## config.mk

```make
export PLATFORM = sky130hd
export DESIGN_NAME = virtual_chip
export DESIGN_NICKNAME = d
export VERILOG_FILES = /design/src/rtl/virtual_chip_pkg.sv /design/src/rtl/virtual_chip_alu.sv /design/src/rtl/virtual_chip.sv
export SDC_FILE = /design/constraint.sdc
export NUM_CORES = 1
export LEC_CHECK = 0
export ABC_AREA = 1
export CORE_MARGIN = 8
export CORE_UTILIZATION = 54
export DETAILED_ROUTE_END_ITERATION = 16
export PLACE_DENSITY = 0.88
export SYNTH_ARGS = -nofsm -noshare
export SYNTH_HDL_FRONTEND = slang
export SYNTH_SLANG_ARGS = --single-unit
```

## constraint.sdc

```tcl
create_clock -name clk -period 1.9 [get_ports clk]
set_input_delay 0.38 -clock clk [delete_from_list [all_inputs] [get_ports clk]]
set_output_delay 0.38 -clock clk [all_outputs]
set_load 0.1 [all_outputs]
```

## src/rtl/virtual_chip_pkg.sv

```systemverilog
// rtl/virtual_chip_pkg.sv - opcode, flag and command-field definitions for virtual_chip
package virtual_chip_pkg;

   typedef enum logic [3:0] {
      OP_PASS   = 4'h0,
      OP_ADD    = 4'h1,
      OP_SUB    = 4'h2,
      OP_AND    = 4'h3,
      OP_OR     = 4'h4,
      OP_XOR    = 4'h5,
      OP_NOT    = 4'h6,
      OP_SHL    = 4'h7,
      OP_SHR    = 4'h8,
      OP_ROL    = 4'h9,
      OP_ACCADD = 4'hA,
      OP_ACCSUB = 4'hB,
      OP_MUL    = 4'hC,
      OP_CMP    = 4'hD,
      OP_SWAP   = 4'hE,
      OP_REV    = 4'hF
   } op_t;

   // Bit indices into the MSB-first [0:7] buses
   localparam int FLAG_Z = 0;
   localparam int FLAG_C = 1;
   localparam int FLAG_N = 2;
   localparam int FLAG_V = 3;
   localparam int FLAG_P = 7;

   localparam int CMD_EXEC = 1;
   localparam int CMD_WB   = 2;

endpackage

```

## src/rtl/virtual_chip_alu.sv

```systemverilog
// rtl/virtual_chip_alu.sv - combinational ALU computing result and flags for virtual_chip
// Parity flag on bit 7 is produced only when VCHIP_PARITY_EN is defined.
module virtual_chip_alu
   import virtual_chip_pkg::*;
(
   input  op_t        op_i,
   input  logic [7:0] b_i,
   input  logic [7:0] c_i,
   input  logic [7:0] acc_i,
   output logic [0:7] result_o,
   output logic [0:7] flags_o
);

   logic [8:0]  sum9;
   logic [7:0]  res;
   logic [15:0] rot;
   logic [15:0] prod;
   logic [2:0]  sh;
   logic        carry;
   logic        ovf;

   assign sh   = c_i[2:0];
   assign rot  = {b_i, b_i} << sh;
   assign prod = b_i * c_i;

   always_comb begin
      sum9  = 9'd0;
      res   = 8'd0;
      carry = 1'b0;
      ovf   = 1'b0;
      case (op_i)
         OP_PASS: res = b_i;
         OP_ADD: begin
            sum9  = {1'b0, b_i} + {1'b0, c_i};
            res   = sum9[7:0];
            carry = sum9[8];
            ovf   = (b_i[7] == c_i[7]) && (res[7] != b_i[7]);
         end
         OP_SUB: begin
            res   = b_i - c_i;
            carry = b_i < c_i;
            ovf   = (b_i[7] != c_i[7]) && (res[7] != b_i[7]);
         end
         OP_AND:  res = b_i & c_i;
         OP_OR:   res = b_i | c_i;
         OP_XOR:  res = b_i ^ c_i;
         OP_NOT:  res = ~b_i;
         OP_SHL:  res = b_i << sh;
         OP_SHR:  res = b_i >> sh;
         OP_ROL:  res = rot[15:8];
         OP_ACCADD: begin
            sum9  = {1'b0, acc_i} + {1'b0, b_i};
            res   = sum9[7:0];
            carry = sum9[8];
            ovf   = (acc_i[7] == b_i[7]) && (res[7] != acc_i[7]);
         end
         OP_ACCSUB: begin
            res   = acc_i - b_i;
            carry = acc_i < b_i;
            ovf   = (acc_i[7] != b_i[7]) && (res[7] != acc_i[7]);
         end
         OP_MUL:  res = prod[7:0];
         OP_CMP:  res = (b_i > c_i) ? 8'h01 : 8'h00;
         OP_SWAP: res = {b_i[3:0], b_i[7:4]};
         OP_REV: begin
            for (int i = 0; i < 8; i++) res[i] = b_i[7-i];
         end
         default: res = b_i;
      endcase
   end

   always_comb begin
      flags_o         = 8'h00;
      flags_o[FLAG_Z] = (res == 8'h00);
      flags_o[FLAG_C] = carry;
      flags_o[FLAG_N] = res[7];
      flags_o[FLAG_V] = ovf;
`ifdef VCHIP_PARITY_EN
      flags_o[FLAG_P] = ^res;
`else
      flags_o[FLAG_P] = 1'b0;
`endif
   end

   assign result_o = res;

endmodule

```

## src/rtl/virtual_chip.sv

```systemverilog
// rtl/virtual_chip.sv - virtual_chip top: output/accumulator registers with EXEC/WB gating
// Optional parity flag controlled by VCHIP_PARITY_EN (see virtual_chip_alu).
module virtual_chip
   import virtual_chip_pkg::*;
(
   input  logic       clk,
   input  logic       rst_n,
   input  logic [0:7] ain,
   input  logic [0:7] bin,
   input  logic [0:7] cin,
   output logic [0:7] aout,
   output logic [0:7] bout,
   output logic [0:7] cout
);

   logic [0:7] aout_q, aout_d;
   logic [0:7] bout_q, bout_d;
   logic [0:7] acc_q, acc_d;
   logic [0:7] alu_result;
   logic [0:7] alu_flags;
   logic       unused_reserved;

   assign unused_reserved = ain[0] ^ ain[3];

   virtual_chip_alu u_alu (
      .op_i     (op_t'(ain[4:7])),
      .b_i      (bin),
      .c_i      (cin),
      .acc_i    (acc_q),
      .result_o (alu_result),
      .flags_o  (alu_flags)
   );

   always_comb begin
      aout_d = aout_q;
      bout_d = bout_q;
      acc_d  = acc_q;
      if (ain[CMD_EXEC]) begin
         aout_d = alu_result;
         bout_d = alu_flags;
         if (ain[CMD_WB]) acc_d = alu_result;
      end
   end

   always_ff @(posedge clk or negedge rst_n) begin
      if (!rst_n) begin
         aout_q <= 8'h00;
         bout_q <= 8'h00;
         acc_q  <= 8'h00;
      end else begin
         aout_q <= aout_d;
         bout_q <= bout_d;
         acc_q  <= acc_d;
      end
   end

   assign aout = aout_q;
   assign bout = bout_q;
   assign cout = acc_q;

endmodule

```

==> impl_metrics.json, run 1 <==
{
  "port_buffers": 43,
  "root_buffer": "clkbuf_8",
  "grt_max_degree": 20,
  "ys_ff_latch": 19,
  "yosysTopAreaCellShare": 0.262,
  "status": "stopped before the end",
  "synth.yosys.warnings": 0,
  "clockBufferDepth": 2,
  "cts_inserted_buffers": 3,
  "dp.final_hpwl_microns": 16000,
  "synth.avg_cell_area_sq_um": 5.63,
  "ys_async_sr_fraction": 1.00,
  "ys.flop_type": "dfrtp_1",
  "place_congestion": 1.18,
  "syn_area_sq_um": 4880,
  "htree_levels": 1,
  "die_w_microns": 111,
  "initial_core_util": 0.557,
  "flow.stopped_at": "5_1_grt",
  "cts_sinks": 19,
  "synth_edf_count": 0,
  "die_y_microns": 111,
  "error_line": "[ERROR GRT-0232] Routing congestion too high. Check the congestion heatmap in the GUI.",
  "grt_usage": 0.623,
  "yosys-top-cells-area": "nand2_1 (26%), ha_1 (15%), dfrtp_1 (9.7%)",
  "yosysTopAreaCell": "nand2_1",
  "io_pins": 50,
  "worst_endpoint_kind": "sequential cell input",
  "postCtsHoldBufs": 0,
  "syn_inst": 867,
  "fp-row-count": 34,
  "synth.distinct_cells": 35,
  "ys_seq_area_frac": 0.0974,
  "worst_endpoint": "bout[0]$_DFFE_PN0P_/D",
  "overflow": 8
}
## kinds of logic after synthesis
family | Yosys count | share of synthesized area
simple gates | 542 | 0.471
xor+xnor | 5 | 0.00897
buf+inv | 154 | 0.131
compound gates | 73 | 0.0797
other cells | 1 | 0.000768
flops | 19 | 0.0974
fa+ha+maj | 73 | 0.212
## metrics by stage
stage	cell area [sq um]	TNS, ns	setup WS [ns]	cells	hold slack, ns
after floorplan	5110	-15.32	-1.58	870	0.0844
after global placement	6720	-33.52	-2.41	1143	0.471
after detailed placement	6720	-35.19	-2.59	1143	0.472
after CTS	7340	-20.21	-1.88	1166	0.452
## Yosys cell counts (all sizes together) (4+ instances only)
| master | number |
|---|---|
| nand2 | 341 |
| or2 | 6 |
| nor2 | 74 |
| nand3b | 5 |
| inv | 125 |
| nand4 | 20 |
| ha | 57 |
| clkbuf | 5 |
| buf | 23 |
| nand3 | 92 |
| a21oi | 25 |
| fa | 16 |
| o21ai | 36 |
| dfrtp | 19 |
| xor2 | 4 |
## per-layer routing
metal | GRT overflow | track usage
met1 | 0 | 0.591
met2 | 5 | 0.757
met3 | 0 | 0.554
met4 | 3 | 0.612
met5 | 0 | 0.242
## what timing repair did
action,CTS
setup endpoints to repair,19
pin swaps,47
buffers inserted,21
gates resized for setup,160
==> inputs of run 2 (changes only) <==
CORE_UTILIZATION = 40   (was 54)
PLACE_DENSITY = not set   (was 0.88)
PLACE_DENSITY_LB_ADDON = 0.15   (was not set)
clock period = 2.47 ns   (was 1.9 ns; I/O delays follow)
==> run 2 against run 1 <==
Against the previous run: synthesized cell count did not move; area after synthesis is the same; the flow now finishes, with violations (setup timing).
==> impl_metrics.json, run 2 <==
{
  "core_sq_um": 12000,
  "syn_inst": 867,
  "worstSetupStartpoint": "bin[4]",
  "holdCritStartpoint": "bout[3]",
  "holdPathEnd": "bout[3]",
  "grt_max_degree": 20,
  "fmax_ghz": 0.269,
  "power_uw": 3360,
  "largest_reg_flops": 8,
  "ys_seq_area_frac": 0.0974,
  "finalHoldViolCount": 0,
  "leakagePower_uw": 0.00411,
  "drive_gt1_frac": 0.321,
  "combinationalPowerShare": 0.767,
  "crit_path_frequent_cell": "fa_1",
  "critPathBufInv": 4,
  "place_congestion": 1.02,
  "synth_edf_count": 0,
  "htree_levels": 1,
  "fin_cells": 1215,
  "post_drt_wl_per_cell_microns": 16.3,
  "slowest_delay_ns": 0.55,
  "powerDensity_nw_per_um2": 456,
  "diodes": 0,
  "reg2reg_from": "cout[7]",
  "fp-row-count": 40,
  "ant_nets": 0,
  "synth.most_common_cell": "nand2_1",
  "crit_family": "adder cells",
  "worstSetupStartpointType": "input pin",
  "violations": "setup timing",
  "yosys-top-cells-area": "nand2_1 (26%), ha_1 (15%), dfrtp_1 (9.7%)",
  "p_clk_frac": 0.100,
  "die_y_microns": 126,
  "antenna_found_initial": 0,
  "totalWireLength_microns": 19800,
  "io_pins": 50,
  "min_path_type": "register to register",
  "syn2layout_area_growth_pct": 51.1,
  "grt_pass1_wl_microns": 31000,
  "ys.flop_type": "dfrtp_1",
  "dr_total_vias": 6238,
  "final_max_slew_viol_count": 0,
  "initial_core_util": 0.408,
  "die_w_microns": 126,
  "r2r_end": "bout[0]",
  "fin_util": 0.616,
  "cts_tree": "built",
  "p_seq_frac": 0.133,
  "crit_required_ns": 2.66,
  "pre_cts_ws_ns": -1.99,
  "synth.distinct_cells": 35,
  "first_iter_violations": 484,
  "crit_type": "input pin to register",
  "clk_pin_slew_ns": 0.05,
  "rsz0062_at_grt": "yes",
  "layout_commonest_cell": "nand2_1",
  "clockBufferDepth": 2,
  "clk_latency_ns": 0.25,
  "syn_area_sq_um": 4880,
  "synth.yosys.warnings": 0,
  "cp_cell_sequence": "buf_12, nand2_4, fa_2, fa_1, inv_2, fa_1, inv_1, fa_1, inv_2, ha_4, nand3b_1, nand3_2, o211ai_1, nor3_1, nand3_1, nor2_1, nand3_1, nand2_1",
  "crit_path_max_fanout": 4,
  "seqCellArea_sq_um": 479,
  "synth.avg_cell_area_sq_um": 5.63,
  "grt_usage": 0.242,
  "whs_path_depth": 2,
  "dp.final_hpwl_microns": 16200,
  "cts_sinks": 19,
  "synthTopCellsByCount": "nand2_1 (340), inv_1 (122), nand3_1 (92), nor2_1 (64), ha_1 (57)",
  "overflow": 0,
  "cp-end-kind": "register",
  "port_buffers": 43,
  "p_sw_uw": 1770,
  "placed_area_sq_um": 6580,
  "final_cell_mix": "nand2_1 (315), buf_4 (182), inv_1 (102)",
  "cts_inserted_buffers": 3,
  "final_nets": 1168,
  "ys_async_sr_fraction": 1.00,
  "place_inst": 1191,
  "die-area_sq_um": 16000,
  "worst_path_max_delay_cell": "fa_1",
  "yosysTopAreaCell": "nand2_1",
  "maxCapViolCount": 0,
  "multiInputGateArea_sq_um": 4290,
  "yosysTopAreaCellShare": 0.262,
  "netSwitchingFraction": 0.526,
  "root_buffer": "clkbuf_16",
  "grt_pass1_vias": 6009,
  "fillerInstances": 1183,
  "status": "finished, violations left",
  "postLayoutCellArea_sq_um": 7370,
  "dr.pass1.iters": 5,
  "reg2reg_depth": 16,
  "via_per_inst": 5.13,
  "p_int_uw": 1590,
  "fin_skew_ns": 0.00125,
  "final.setup.worst_slack_ns": -1.25,
  "setup_viol": 13,
  "vdd_ir_drop_max_mv": 0.776,
  "rrSetupSlack_ns": 0.11,
  "period_share": 1.50,
  "ys_ff_latch": 19,
  "postCtsHoldBufs": 0,
  "finalCriticalPeriod_ns": 3.72,
  "drc": 0,
  "max_slew.worst_pin.slew_ns": 0.502,
  "slew_headroom": 0.664,
  "cp_data_arrival_time_ns": 3.90
}
## run 2: cell counts after synthesis
No cell type changed its count.
## run 2: layout make-up
type	instances	area share
Clock buffer	3	0.0102
Inverter	126	0.0659
Multi-Input combinational cell	697	0.581
Clock inverter	1	0.000679
Timing Repair Buffer	222	0.252
Sequential cell	19	0.0650
Tap cell	147	0.0250
## run 2: how the worst max path moves through the flow
| stage | to | slack [ns] | depth (start not counted) |
|---|---|---|---|
| 2_1_floorplan | bout[0] | -1.12 | 18 |
| 3_3_place_gp | bout[0] | -1.95 | 20 |
| 3_5_place_dp | bout[0] | -1.99 | 20 |
| 4_1_cts | bout[0] | -1.39 | 19 |
| 5_1_grt | bout[0] | -1.37 | 22 |
| 6_report | bout[0] | -1.25 | 18 |
## run 2: what timing repair did
action	in CTS	in global routing
resized for setup	104	102
pin swaps	28	42
endpoints found under the setup margin	19	19
setup buffers	12	13
## run 2: routing by layer
layer | wire length, microns | share of wire | track usage
met1 | 9070 | 0.46 | 0.324
met2 | 8770 | 0.44 | 0.391
met3 | 1170 | 0.059 | 0.0243
met4 | 775 | 0.039 | 0.0927
met5 | 0 | 0 | 0
## run 2: worst register-to-register path, delay by kind of cell, from the launching register on
family | cells | cell delay (ns)
flops | 1 | 0.43
fa+ha+maj | 2 | 0.47
buf+inv | 2 | 0.14
simple gates | 12 | 1.25
## run 2: logic make-up (layout without fill, tap and decap cells)
group,count (synthesis),after routing,synth area share
flops,19,19,0.0974
buf+inv,154,352,0.131
simple gates,542,542,0.471
other cells,1,4,0.000768
fa+ha+maj,73,73,0.212
xor+xnor,5,5,0.00897
compound gates,73,73,0.0797
## run 2: power by group through the flow
stage | registers [uW] | clock network [uW] | logic [uW]
2_1_floorplan | 843 | 0 | 1080
4_1_cts | 442 | 338 | 2390
6_report | 445 | 337 | 2580
3_5_place_dp | 441 | 0 | 2260
5_1_grt | 454 | 350 | 2780
3_3_place_gp | 440 | 0 | 2250
## run 2: stage by stage
| step | hold WS (ns) | setup TNS, ns |
|---|---|---|
| finish | 0.489 | -11.15 |
| global route | 0.518 | -12.69 |
| CTS | 0.489 | -12.28 |
| detailed placement | 0.467 | -26.51 |
| global placement | 0.467 | -25.96 |
| floorplan | 0.198 | -9.40 |
Power figures use the tool's default switching activity.
==> inputs of run 3 (changes only) <==
TNS_END_PERCENT = 100   (was not set)
==> results of run 3 <==
The final DEF is identical to that of run 2; final timing and power are the same.
